--- src/rtl/sh_rx_pkg.sv ---
// rtl/sh_rx_pkg.sv - shared types and constants for the Steelhorse receive word packer
package sh_rx_pkg;

    typedef enum logic [2:0] {
        ST_IDLE,
        ST_RECV,
        ST_DISCARD,
        ST_FLUSH,
        ST_REPORT
    } sh_rx_state_e;

    localparam int WORD_W        = 32;
    localparam int LANE_W        = 2;
    localparam int REPORT_CYCLES = 2;
    localparam int DROP_W        = 8;

    // Saturating add used by the drop counter; several drop events can land in one cycle.
    function automatic logic [DROP_W-1:0] drop_sat_add(input logic [DROP_W-1:0] cnt,
                                                       input logic [1:0]        inc);
        logic [DROP_W:0] sum;
        sum = {1'b0, cnt} + {{(DROP_W-1){1'b0}}, inc};
        return sum[DROP_W] ? {DROP_W{1'b1}} : sum[DROP_W-1:0];
    endfunction

endpackage

--- src/rtl/sh_rx_lane_packer.sv ---
// rtl/sh_rx_lane_packer.sv - octet lane register that assembles little-endian 32-bit words
module sh_rx_lane_packer
    import sh_rx_pkg::*;
(
    input  logic              CLK,
    input  logic              RST,
    input  logic [7:0]        octet_i,
    input  logic              push_i,
    input  logic              clear_i,
    output logic [WORD_W-1:0] word_o,
    output logic              word_done_o,
    output logic              pending_o
);

    logic [WORD_W-1:0] lane_q, lane_d;
    logic [LANE_W-1:0] idx_q, idx_d;
    logic [WORD_W-1:0] packed_w;
    logic [LANE_W:0]   fill;

    // Merge this cycle's octet into the lanes; word_o shows it immediately so a
    // completing or flushing word can be latched by the top on the same edge.
    always_comb begin
        packed_w = lane_q;
        if (push_i) begin
            packed_w[{idx_q, 3'b000} +: 8] = octet_i;
        end
        fill = {1'b0, idx_q} + {{LANE_W{1'b0}}, push_i};
        word_o = '0;
        for (int l = 0; l < 4; l++) begin
            if (3'(l) < fill) begin
                word_o[l*8 +: 8] = packed_w[l*8 +: 8];
            end
        end
        word_done_o = push_i && (idx_q == 2'd3);
        pending_o   = (fill != '0) && !word_done_o;
        if (clear_i || word_done_o) begin
            lane_d = '0;
            idx_d  = '0;
        end else if (push_i) begin
            lane_d = packed_w;
            idx_d  = idx_q + 2'd1;
        end else begin
            lane_d = lane_q;
            idx_d  = idx_q;
        end
    end

    // Lane register and lane index; a word completion or clear restarts at lane 0.
    always_ff @(posedge CLK) begin
        if (!RST) begin
            lane_q <= '0;
            idx_q  <= '0;
        end else begin
            lane_q <= lane_d;
            idx_q  <= idx_d;
        end
    end

endmodule

--- src/rtl/sh_rx_word_packer.sv ---
// rtl/sh_rx_word_packer.sv - Steelhorse receive octet-to-word packer with frame reporting
module sh_rx_word_packer
    import sh_rx_pkg::*;
#(
    parameter int MAX_OCTETS = 1536,
    parameter int MIN_OCTETS = 64,
    parameter int LEN_W      = 11
) (
    input  logic              CLK,
    input  logic              RST,
    input  logic [7:0]        RX_OCTET,
    input  logic              RX_OCTET_VLD,
    input  logic              RX_EOF,
    input  logic              RX_CRC_OK,
    output logic [WORD_W-1:0] DATA_OUT,
    output logic              WRITE_OUT,
    output logic              NEW_PCKT,
    output logic              NEW_PCKT_VALID,
    output logic [LEN_W-1:0]  FRAME_LEN,
    output logic [DROP_W-1:0] DROP_CNT
);

    sh_rx_state_e      state_q;
    logic [LEN_W-1:0]  len_q;
    logic              crc_q;
    logic [1:0]        rpt_q;
    logic [WORD_W-1:0] data_q;
    logic              write_q;
    logic              npk_q;
    logic              valid_q;
    logic [LEN_W-1:0]  flen_q;
    logic [DROP_W-1:0] drop_q;

    logic              in_frame;
    logic              push;
    logic              clear;
    logic [LEN_W-1:0]  len_nxt;
    logic              hit_max;
    logic [WORD_W-1:0] word;
    logic              word_done;
    logic              pending;
    logic              flush_enter;
    logic              report_enter;
    logic              rpt_crc;
    logic [LEN_W-1:0]  rpt_len;
    logic              rpt_valid;
    logic [1:0]        drop_inc;

    // Octets are packed only while a frame is open; an EOF or truncation empties the lanes.
    always_comb begin
        in_frame = (state_q == ST_IDLE) || (state_q == ST_RECV);
        push     = in_frame && RX_OCTET_VLD;
        len_nxt  = ((state_q == ST_IDLE) ? '0 : len_q) + LEN_W'(push);
        hit_max  = len_nxt >= LEN_W'(MAX_OCTETS);
        clear    = in_frame && (RX_EOF || hit_max);
    end

    sh_rx_lane_packer u_lanes (
        .CLK         (CLK),
        .RST         (RST),
        .octet_i     (RX_OCTET),
        .push_i      (push),
        .clear_i     (clear),
        .word_o      (word),
        .word_done_o (word_done),
        .pending_o   (pending)
    );

    // Frame-end decisions, verdict inputs per entry path, and drop events of this cycle.
    always_comb begin
        flush_enter  = in_frame && RX_EOF && pending;
        report_enter = (in_frame && RX_EOF && !pending && ((state_q == ST_RECV) || push))
                     || (state_q == ST_FLUSH)
                     || ((state_q == ST_DISCARD) && RX_EOF);
        rpt_crc = RX_CRC_OK;
        rpt_len = len_nxt;
        if (state_q == ST_FLUSH) begin
            rpt_crc = crc_q;
            rpt_len = len_q;
        end else if (state_q == ST_DISCARD) begin
            rpt_crc = 1'b0;
            rpt_len = LEN_W'(MAX_OCTETS);
        end
        rpt_valid = rpt_crc && (rpt_len >= LEN_W'(MIN_OCTETS)) && (rpt_len < LEN_W'(MAX_OCTETS));
        drop_inc = 2'd0;
        if ((state_q == ST_IDLE) && RX_EOF && !RX_OCTET_VLD) begin
            drop_inc = drop_inc + 2'd1;
        end
        if (((state_q == ST_FLUSH) || (state_q == ST_REPORT)) && RX_OCTET_VLD) begin
            drop_inc = drop_inc + 2'd1;
        end
        if (report_enter && !rpt_valid) begin
            drop_inc = drop_inc + 2'd1;
        end
    end

    // Frame FSM with registered word strobe, report event and counters.
    always_ff @(posedge CLK) begin
        if (!RST) begin
            state_q <= ST_IDLE;
            len_q   <= '0;
            crc_q   <= 1'b0;
            rpt_q   <= '0;
            data_q  <= '0;
            write_q <= 1'b0;
            npk_q   <= 1'b0;
            valid_q <= 1'b0;
            flen_q  <= '0;
            drop_q  <= '0;
        end else begin
            write_q <= 1'b0;
            drop_q  <= drop_sat_add(drop_q, drop_inc);
            if (word_done || flush_enter) begin
                data_q  <= word;
                write_q <= 1'b1;
            end
            if (report_enter) begin
                npk_q   <= 1'b1;
                valid_q <= rpt_valid;
                flen_q  <= rpt_len;
                rpt_q   <= '0;
            end
            case (state_q)
                ST_IDLE, ST_RECV: begin
                    if (push) begin
                        len_q <= len_nxt;
                    end
                    if (RX_EOF) begin
                        crc_q <= RX_CRC_OK;
                    end
                    if (flush_enter) begin
                        state_q <= ST_FLUSH;
                    end else if (report_enter) begin
                        state_q <= ST_REPORT;
                    end else if (push && hit_max) begin
                        state_q <= ST_DISCARD;
                    end else if (push) begin
                        state_q <= ST_RECV;
                    end
                end
                ST_DISCARD: begin
                    if (RX_EOF) begin
                        state_q <= ST_REPORT;
                    end
                end
                ST_FLUSH: begin
                    state_q <= ST_REPORT;
                end
                ST_REPORT: begin
                    if (rpt_q == 2'(REPORT_CYCLES - 1)) begin
                        npk_q   <= 1'b0;
                        state_q <= ST_IDLE;
                    end else begin
                        rpt_q <= rpt_q + 2'd1;
                    end
                end
                default: begin
                    state_q <= ST_IDLE;
                end
            endcase
        end
    end

    assign DATA_OUT       = data_q;
    assign WRITE_OUT      = write_q;
    assign NEW_PCKT       = npk_q;
    assign NEW_PCKT_VALID = valid_q;
    assign FRAME_LEN      = flen_q;
    assign DROP_CNT       = drop_q;

endmodule

--- config.mk ---
export PLATFORM = sky130hd
export DESIGN_NAME = sh_rx_word_packer
export DESIGN_NICKNAME = d
export VERILOG_FILES = /design/src/rtl/sh_rx_pkg.sv /design/src/rtl/sh_rx_lane_packer.sv /design/src/rtl/sh_rx_word_packer.sv
export SDC_FILE = /design/constraint.sdc
export NUM_CORES = 1
export LEC_CHECK = 0
export ABC_AREA = 0
export BUFFER_PORTS_ARGS = -buffer_cell sky130_fd_sc_hd__buf_2
export CELL_PAD_IN_SITES_DETAIL_PLACEMENT = 1
export CELL_PAD_IN_SITES_GLOBAL_PLACEMENT = 2
export CORE_ASPECT_RATIO = 1.5
export CORE_MARGIN = 2
export CORE_UTILIZATION = 34
export DETAILED_ROUTE_END_ITERATION = 16
export PLACE_DENSITY = 0.9
export SKIP_LAST_GASP = 1
export SLEW_MARGIN = 5
export SYNTH_ARGS = -nofsm -noshare
export SYNTH_HDL_FRONTEND = slang
export SYNTH_HIERARCHICAL = 1
export SYNTH_SLANG_ARGS = --single-unit
export TNS_END_PERCENT = 5
--- constraint.sdc ---
create_clock -name CLK -period 6.53 [get_ports CLK]
set_clock_uncertainty 0.1 [all_clocks]
set_input_delay 0.653 -clock CLK [delete_from_list [all_inputs] [get_ports CLK]]
set_output_delay 0.653 -clock CLK [all_outputs]
set_load 0.01 [all_outputs]
==> metrics, run 1 <==
outcome finished, final reports clean; die area 15610 sq um; largest area contributor in the netlist dfxtp_1; Async SR Flop Fraction 0; Global Route met3 Usage 0.02898; # setup viols final 0; total CTS buffers 9; CTS H-tree depth 3; slowest stage delay, CP 0.46 ns; delay-heaviest family, CP simple AND/OR/NAND/NOR gates; cell at the slowest stage of the critical path dfxtp_1; Initial Utilization 0.3452; largest net degree at the start of global routing 64; peak supply drop 0.1365 mV; worst path buffer plus inverter count 4; met1 GRT Util 0.2188; P_leak 0.002233 uW; wire length per cell 16.19 um; Setup Buffers After CTS 0; grt peak-use layer met2; CTS tree yes; die width 102.7 um; Post-Syn Area 4967 sq um; vias in the first global route 4641; DR pass1 iterations 6; first-pass GRT wire length 23.36 mm; area share of fa/ha/maj cells after synthesis 0.03678; critical path arrival 5.33 ns; RD Place Congestion 0.8953; IO buf count 66; DRC 0; Multi-input gate area 2659 sq um; IO Pins 67; Tot Pwr 1594 uW; final cycle utilization of the critical path 0.7947; final WL 13.99 mm; Routed Antenna Nets 0; Worst Path Class, Setup reg2reg; Place WS 1.390 ns; pins over their slew limit 0; fmax 192.7 MHz; Iteration-0 DRC Markers 153; setup tns final 0 ns; Compound-Gate Fraction of Synth Area 0.1904; simple-gate share of the synthesized area 0.2814; CP Max Fanout 28; post-route setup slack 1.341 ns; top cells by area, synth dfxtp_1 42%, nand2_1 7.5%, nor2_1 7.4%; CTS resizes 0; Worst Path Required 6.67 ns; Area growth syn-to-layout 15.39%; via count 4559; endpoints failing hold 0; Syn. warnings 6; dpl hpwl 10.10 mm; pwr/cell area 278.1 nW/um^2; Worst Setup Start Kind register; met2 usage 0.3343; vias per std cell 5.277; Tightest Pin Transition 1.106 ns; RSZ-0062 raised after global routing no; n_diodes 0; chip height 152.0 um; Yosys cell types 57; post-synth top area share 0.4232; Min Hold Slack 0.3527 ns; post-place instance area 5411 sq um; num rows 54; Top FF cell, synth dfxtp_1; Clock Latency Late Sink 0.34 ns; Syn Area/Cell 7.986 sq um; Worst-path clk slew 0.07 ns; syn_nets 649; Seq cells post-synth 105; Synth Instances 622; mux share of post-synthesis cell area 0.01008; Finished Cell Area 5732 sq um; CTS Sinks 105; root buf cell clkbuf_16; Layout fillers 1760; Post-synth top cells 105 x dfxtp_1, 99 x nand2_1, 98 x nor2_1, 60 x a21oi_1, 26 x clkbuf_1; crit path time final 5.189 ns; XOR/XNOR share of the synthesized area 0.01411; global route overflow 0; GR Util All Layers 0.1860; worst min path class reg2reg; initial antenna violation count 0; worst-path cell chain nor2_1 -> nand2_1 -> inv_1 -> buf_4 -> ha_1 -> inv_1 -> ha_1 -> nor3_1 -> nor2_1 -> nor2b_1 -> o221ai_2 -> buf_4 -> or3_1 -> o2111ai_1 -> nor3b_1 -> ha_1 -> fa_1 -> nand2_1 -> nor2_1 -> and4_1 -> o21a_1; nets 690; CP endpoint kind register; Post-CTS Hold Fix Bufs 0; Post-synth EDFFs 0; core area 14390 sq um; Sequential Area 2102 sq um; sequential cell area fraction in the yosys report 0.4232; max_cap viols 0; count leader, synth dfxtp_1; Clock Path Buffers 2; share of cells above drive strength 1 0.1527; Slew HR 0.2615; largest family of logic cells by synthesized area simple AND/OR/NAND/NOR gates
flip-flops by register name (all words and copies together) (netlist names):
register,flops
len_q,11
FRAME_LEN,11
WRITE_OUT,1
u_lanes/idx_q,2
NEW_PCKT,1
rpt_q,2
DROP_CNT,8
DATA_OUT,32
state_q,3
NEW_PCKT_VALID,1
crc_q,1
u_lanes/lane_q,32
per-layer routing:
layer,up-vias,part of all wire,wire [um]
met5,-,0,0
met4,0,0.025,356
met3,22,0.018,257
met2,62,0.54,7544
met1,2229,0.42,5833
li1,2246,-,-
worst register-to-register path, cell delays in order (launching register included):
cell	delay [ns]
dfxtp_1	0.46
nor2_1	0.37
nand2_1	0.27
inv_1	0.34
buf_4	0.29
ha_1	0.21
inv_1	0.06
ha_1	0.30
nor3_1	0.22
nor2_1	0.12
nor2b_1	0.15
o221ai_2	0.11
buf_4	0.25
or3_1	0.39
o2111ai_1	0.10
nor3b_1	0.08
ha_1	0.21
fa_1	0.43
nand2_1	0.10
nor2_1	0.09
and4_1	0.25
o21a_1	0.19
worst paths after layout:
check	from	slack, ns	endpoint	cells past startpoint
max	state_q[2]	1.34	DROP_CNT[4]	21
min	DATA_OUT[10]	0.35	DATA_OUT[10]	2
max reg2reg	state_q[2]	1.34	DROP_CNT[4]	21
min reg2reg	DATA_OUT[10]	0.35	DATA_OUT[10]	2
stage by stage:
stage / utilization / instances
floorplan: - / 622
global placement: 0.3760 / 848
detailed placement: 0.3760 / 848
CTS: 0.3983 / 864
global route: 0.3983 / 864
finish: 0.3983 / 864
layout by cell type (no fill, tap or decap), types with 4 or more instances in the layout:
cell and count:
mux2i_1 5, a32oi_1 25, nor3_1 8, a22oi_1 15
nand4_1 4, nor2b_1 15, a31oi_1 5, o21ai_0 10
buf_2 66, clkbuf_16 9, nor4_1 5, buf_4 5
nor2_1 98, xnor2_1 5, o21a_1 6, a21oi_1 60
ha_1 13, inv_1 9, dfxtp_1 105, and3_1 12
nand3_1 10, a21o_1 4, and2_1 13, nand2_1 99
cell type report:
class	instances	area share
sequential	105	0.3667
multi-input combinational	466	0.4639
clock inverter	6	0.01594
clock buffer	10	0.03995
tap	196	0.04279
inverter	10	0.006549
timing repair buffer	71	0.06418
cells by family after synthesis:
group	Yosys count
AOI/OAI and AO/OA	144
xor gates and xnor gates	8
adders and majority gates	14
buffers and inverters	51
DFF	105
muxes	5
and+or+nand+nor	295
report_power, final:
group          switching, uW  internal, uW
registers               24.9           661
clock network            248           339
logic                    223          98.2
Note: power is estimated with default switching activity, not from simulation.
==> inputs of run 2 (changes only) <==
clock period = 5.3 ns   (was 6.53 ns; I/O delays follow)
==> metrics, run 2 (synthesis gave the netlist of run 1 again) <==
P_leak 0.002242 uW; Post-CTS Hold Fix Bufs 0; vias in the first global route 4687; CTS H-tree depth 3; CP Max Fanout 15; wire length per cell 16.55 um; Worst Path Class, Setup reg2reg; core area 14390 sq um; worst-path cell chain nor2_1 -> nand2_1 -> inv_1 -> ha_1 -> ha_1 -> nand3_1 -> nor4_2 -> xnor2_1 -> a21oi_1 -> a211oi_1 -> nor3b_1 -> ha_1 -> fa_1 -> nand2_1 -> nor2_1 -> and4_1 -> o21a_1; CP endpoint kind register; num rows 54; Worst-path clk slew 0.08 ns; global route overflow 0; Setup Buffers After CTS 0; delay-heaviest family, CP simple AND/OR/NAND/NOR gates; CTS tree yes; via count 4589; first-pass GRT wire length 23.35 mm; length of routed met2 wiring 8.047 mm; met3 WL post-DR 270 um; R2R Setup Slk 0.60 ns; die width 102.7 um; vias per std cell 5.305; n_diodes 0; Util after Layout 0.3991; DRT met1 WL 5.792 mm; CTS resizes 0; RD Place Congestion 0.8988; Slew HR 0.2472; Tightest Pin Transition 1.128 ns; final cycle utilization of the critical path 0.8863; share of cells above drive strength 1 0.1555; slowest stage delay, CP 0.45 ns; peak supply drop 0.1581 mV; DRC 0; Routed Antenna Nets 0; Worst Setup Start Kind register; max_cap viols 0; largest net degree at the start of global routing 64; fmax 212.9 MHz; # setup viols final 0; chip height 152.0 um; critical path arrival 4.90 ns; IO buf count 66; outcome finished, final reports clean; Worst path most repeated cell ha_1; initial antenna violation count 0; setup tns final 0 ns; worst path buffer plus inverter count 1; pins over their slew limit 0; root buf cell clkbuf_16; Area growth syn-to-layout 15.62%; uppermost routed layer met4; crit path time final 4.698 ns; CTS Sinks 105; worst min path class reg2reg; Worst Path Required 5.50 ns; GR Util All Layers 0.1881; die area 15610 sq um; final WL 14.32 mm; commonest non-fill, non-tap cell in the layout dfxtp_1; nets 691; Clock Latency Late Sink 0.35 ns; cell at the slowest stage of the critical path dfxtp_1; dpl hpwl 10.45 mm; Clock Path Buffers 2; total CTS buffers 9; DR pass1 iterations 4; endpoints failing hold 0; Initial Utilization 0.3452; IO Pins 67; Iteration-0 DRC Markers 129; pwr/cell area 343.4 nW/um^2; RSZ-0062 raised after global routing no; most frequent cells in the layout 105 x dfxtp_1, 99 x nand2_1, 98 x nor2_1
run 2: per-stage QoR:
step                      setup slack, ns  cell area, sq um  power [uW]  hold WS (ns)  instances
final                              0.6024              5743        1972        0.3493        865
after global routing               0.1832              5743        2077        0.3735        865
after CTS                          0.6293              5743        1996        0.3532        865
after detailed placement           0.6719              5419        1269        0.3420        849
after global placement             0.8558              5419        1252        0.3333        849
after floorplan                    0.7587              4967        1143        0.3450        622
run 2: cell type report:
cell class,count,area (sq um)
inverter,10,37.54
clock inverter,6,85.08
sequential,105,2102
timing repair buffer,72,375.4
fill,1751,8648
clock buffer,10,239.0
tap,196,245.2
multi-input combinational,466,2659
run 2: layer usage:
layer / vias to the layer above / global-route usage
met4: 0 / 0.06032
met1: 2267 / 0.2093
met3: 14 / 0.02852
met2: 58 / 0.3533
li1: 2250 / -
met5: - / 0
run 2: final timing paths:
path | from | end | depth (start not counted)
worst max-delay path | state_q[1] | DROP_CNT[4] | 17
worst min-delay path | NEW_PCKT | NEW_PCKT | 2
worst max register to register | state_q[1] | DROP_CNT[4] | 17
worst min register to register | NEW_PCKT | NEW_PCKT | 2
run 2: tightest hold or removal path, delay by kind of cell, from the launching register on:
kind | cells | cell delay (ns)
flops | 1 | 0.31
buf+inv | 1 | 0.05
compound gates | 1 | 0.05
run 2: power by group:
| part | switching [uW] | internal (uW) | leakage (uW) |
|---|---|---|---|
| sequential | 31.2 | 814 | 0.000848 |
| combinational | 278 | 124 | 0.00124 |
| clock | 332 | 392 | 0.000156 |
==> inputs of run 3 (changes only) <==
MAX_ROUTING_LAYER = met4   (was default)
==> metrics, run 3 (synthesis gave the netlist of run 1 again) <==
Worst-path clk slew 0.07 ns; most frequent cells in the layout 105 x dfxtp_1, 99 x nand2_1, 98 x nor2_1; post-place instance area 5426 sq um; core area 14390 sq um; RSZ-0062 raised after global routing no; share of cells above drive strength 1 0.1582; initial antenna violation count 0; critical path arrival 5.03 ns; Routed Antenna Nets 0; DRC 0; Worst Path Required 5.50 ns; Area growth syn-to-layout 15.42%; reg2reg start state_q[1]; Worst Path Class, Setup reg2reg; GR Util All Layers 0.1931; global route overflow 0; die area 15610 sq um; DR pass1 iterations 4; wire length per cell 16.63 um; via count 4632; Clock Latency Late Sink 0.35 ns; final WL 14.40 mm; Worst Reg-to-Reg Cells 17; CP Max Fanout 15; root buf cell clkbuf_16; num rows 54; crit path time final 4.828 ns; IO buf count 66; chip height 152.0 um; largest net degree at the start of global routing 64; nets 692; Slew HR 0.2534; Finished Cell Area 5733 sq um; dpl hpwl 10.47 mm; CP endpoint kind register; setup tns final 0 ns; fmax 207.1 MHz; R2R Setup Slk 0.47 ns; # setup viols final 0; Iteration-0 DRC Markers 124; Hold Crit Depth 2; IO Pins 67; endpoints failing hold 0; first-pass GRT wire length 23.43 mm; Clock Path Buffers 2; commonest non-fill, non-tap cell in the layout dfxtp_1; Sequential Area 2102 sq um; total CTS buffers 9; CTS tree yes; Setup Buffers After CTS 0; CTS H-tree depth 3; P_leak 0.002237 uW; RD Place Congestion 0.9264; worst setup path end DROP_CNT[4]; Tot Pwr 1935 uW; worst reg2reg path endpoint DROP_CNT[4]; max_cap viols 0; pins over their slew limit 0; Post-CTS Hold Fix Bufs 0; die width 102.7 um; Initial Utilization 0.3452; n_diodes 0; CP startpoint state_q[1]; Layout fillers 1780; outcome finished, final reports clean; Multi-input gate area 2659 sq um; peak supply drop 0.1353 mV; CTS Sinks 105; vias per std cell 5.349; Tightest Pin Transition 1.118 ns; pwr/cell area 337.5 nW/um^2; final cycle utilization of the critical path 0.9109; Worst Setup Start Kind register; vias in the first global route 4765; worst min path class reg2reg
-- run 3: stage by stage --
step	utilization	setup WS, ns	std cells	hold WS (ns)
floorplan	-	0.7587	622	0.3450
global placement	0.3771	0.7240	850	0.3349
detailed placement	0.3771	0.4269	850	0.3343
CTS	0.3981	0.3740	866	0.3451
global route	0.3984	0.09339	866	0.3761
finish	0.3984	0.4721	866	0.3427
-- run 3: cell type report --
| cell class | instances | area share |
|---|---|---|
| Multi-Input combinational cell | 466 | 0.4638 |
| Sequential cell | 105 | 0.3667 |
| Timing Repair Buffer | 73 | 0.06678 |
| Tap cell | 196 | 0.04278 |
| Clock buffer | 9 | 0.03928 |
| Clock inverter | 7 | 0.01353 |
| Inverter | 10 | 0.007202 |
-- run 3: critical path, stage by stage, from the launching register on --
cell and delay, ns:
dfxtp_1 0.46, nor2_1 0.37, nand2_1 0.27, clkinvlp_4 0.29, ha_1 0.20, ha_1 0.27
nand3_1 0.18, nor4_2 0.42, xnor2_1 0.20, a21oi_1 0.40, a211oi_1 0.10, nor3b_1 0.25
ha_1 0.22, fa_1 0.24, nand2_1 0.07, nor2_1 0.28, and4_1 0.30, o21a_1 0.14
-- run 3: how the worst min path moves through the flow --
stage | startpoint | endpoint | slack [ns]
final | NEW_PCKT | NEW_PCKT | 0.34
after global routing | DATA_OUT[27] | DATA_OUT[27] | 0.38
after CTS | NEW_PCKT | NEW_PCKT | 0.35
after detailed placement | NEW_PCKT | NEW_PCKT | 0.33
after global placement | NEW_PCKT | NEW_PCKT | 0.33
after floorplan | len_q[0] | len_q[0] | 0.34
-- run 3: timing repair --
action | CTS | global route
resized for setup | 0 | 1
hold endpoints to repair | 0 | 0
endpoints found under the setup margin | 0 | 4
-- run 3: report_power, final --
part,switching [uW],internal (uW)
registers,29.0,815
clock network,312,372
logic,281,126
total,622,1310
-- run 3: routing by layer --
layer / wire length, um / track usage / vias to the layer above
met3: 324 / 0.02990 / 22
met5: 0 / - / -
met2: 8037 / 0.3511 / 74
li1: - / - / 2252
met4: 360 / 0.07429 / 0
met1: 5680 / 0.2031 / 2284
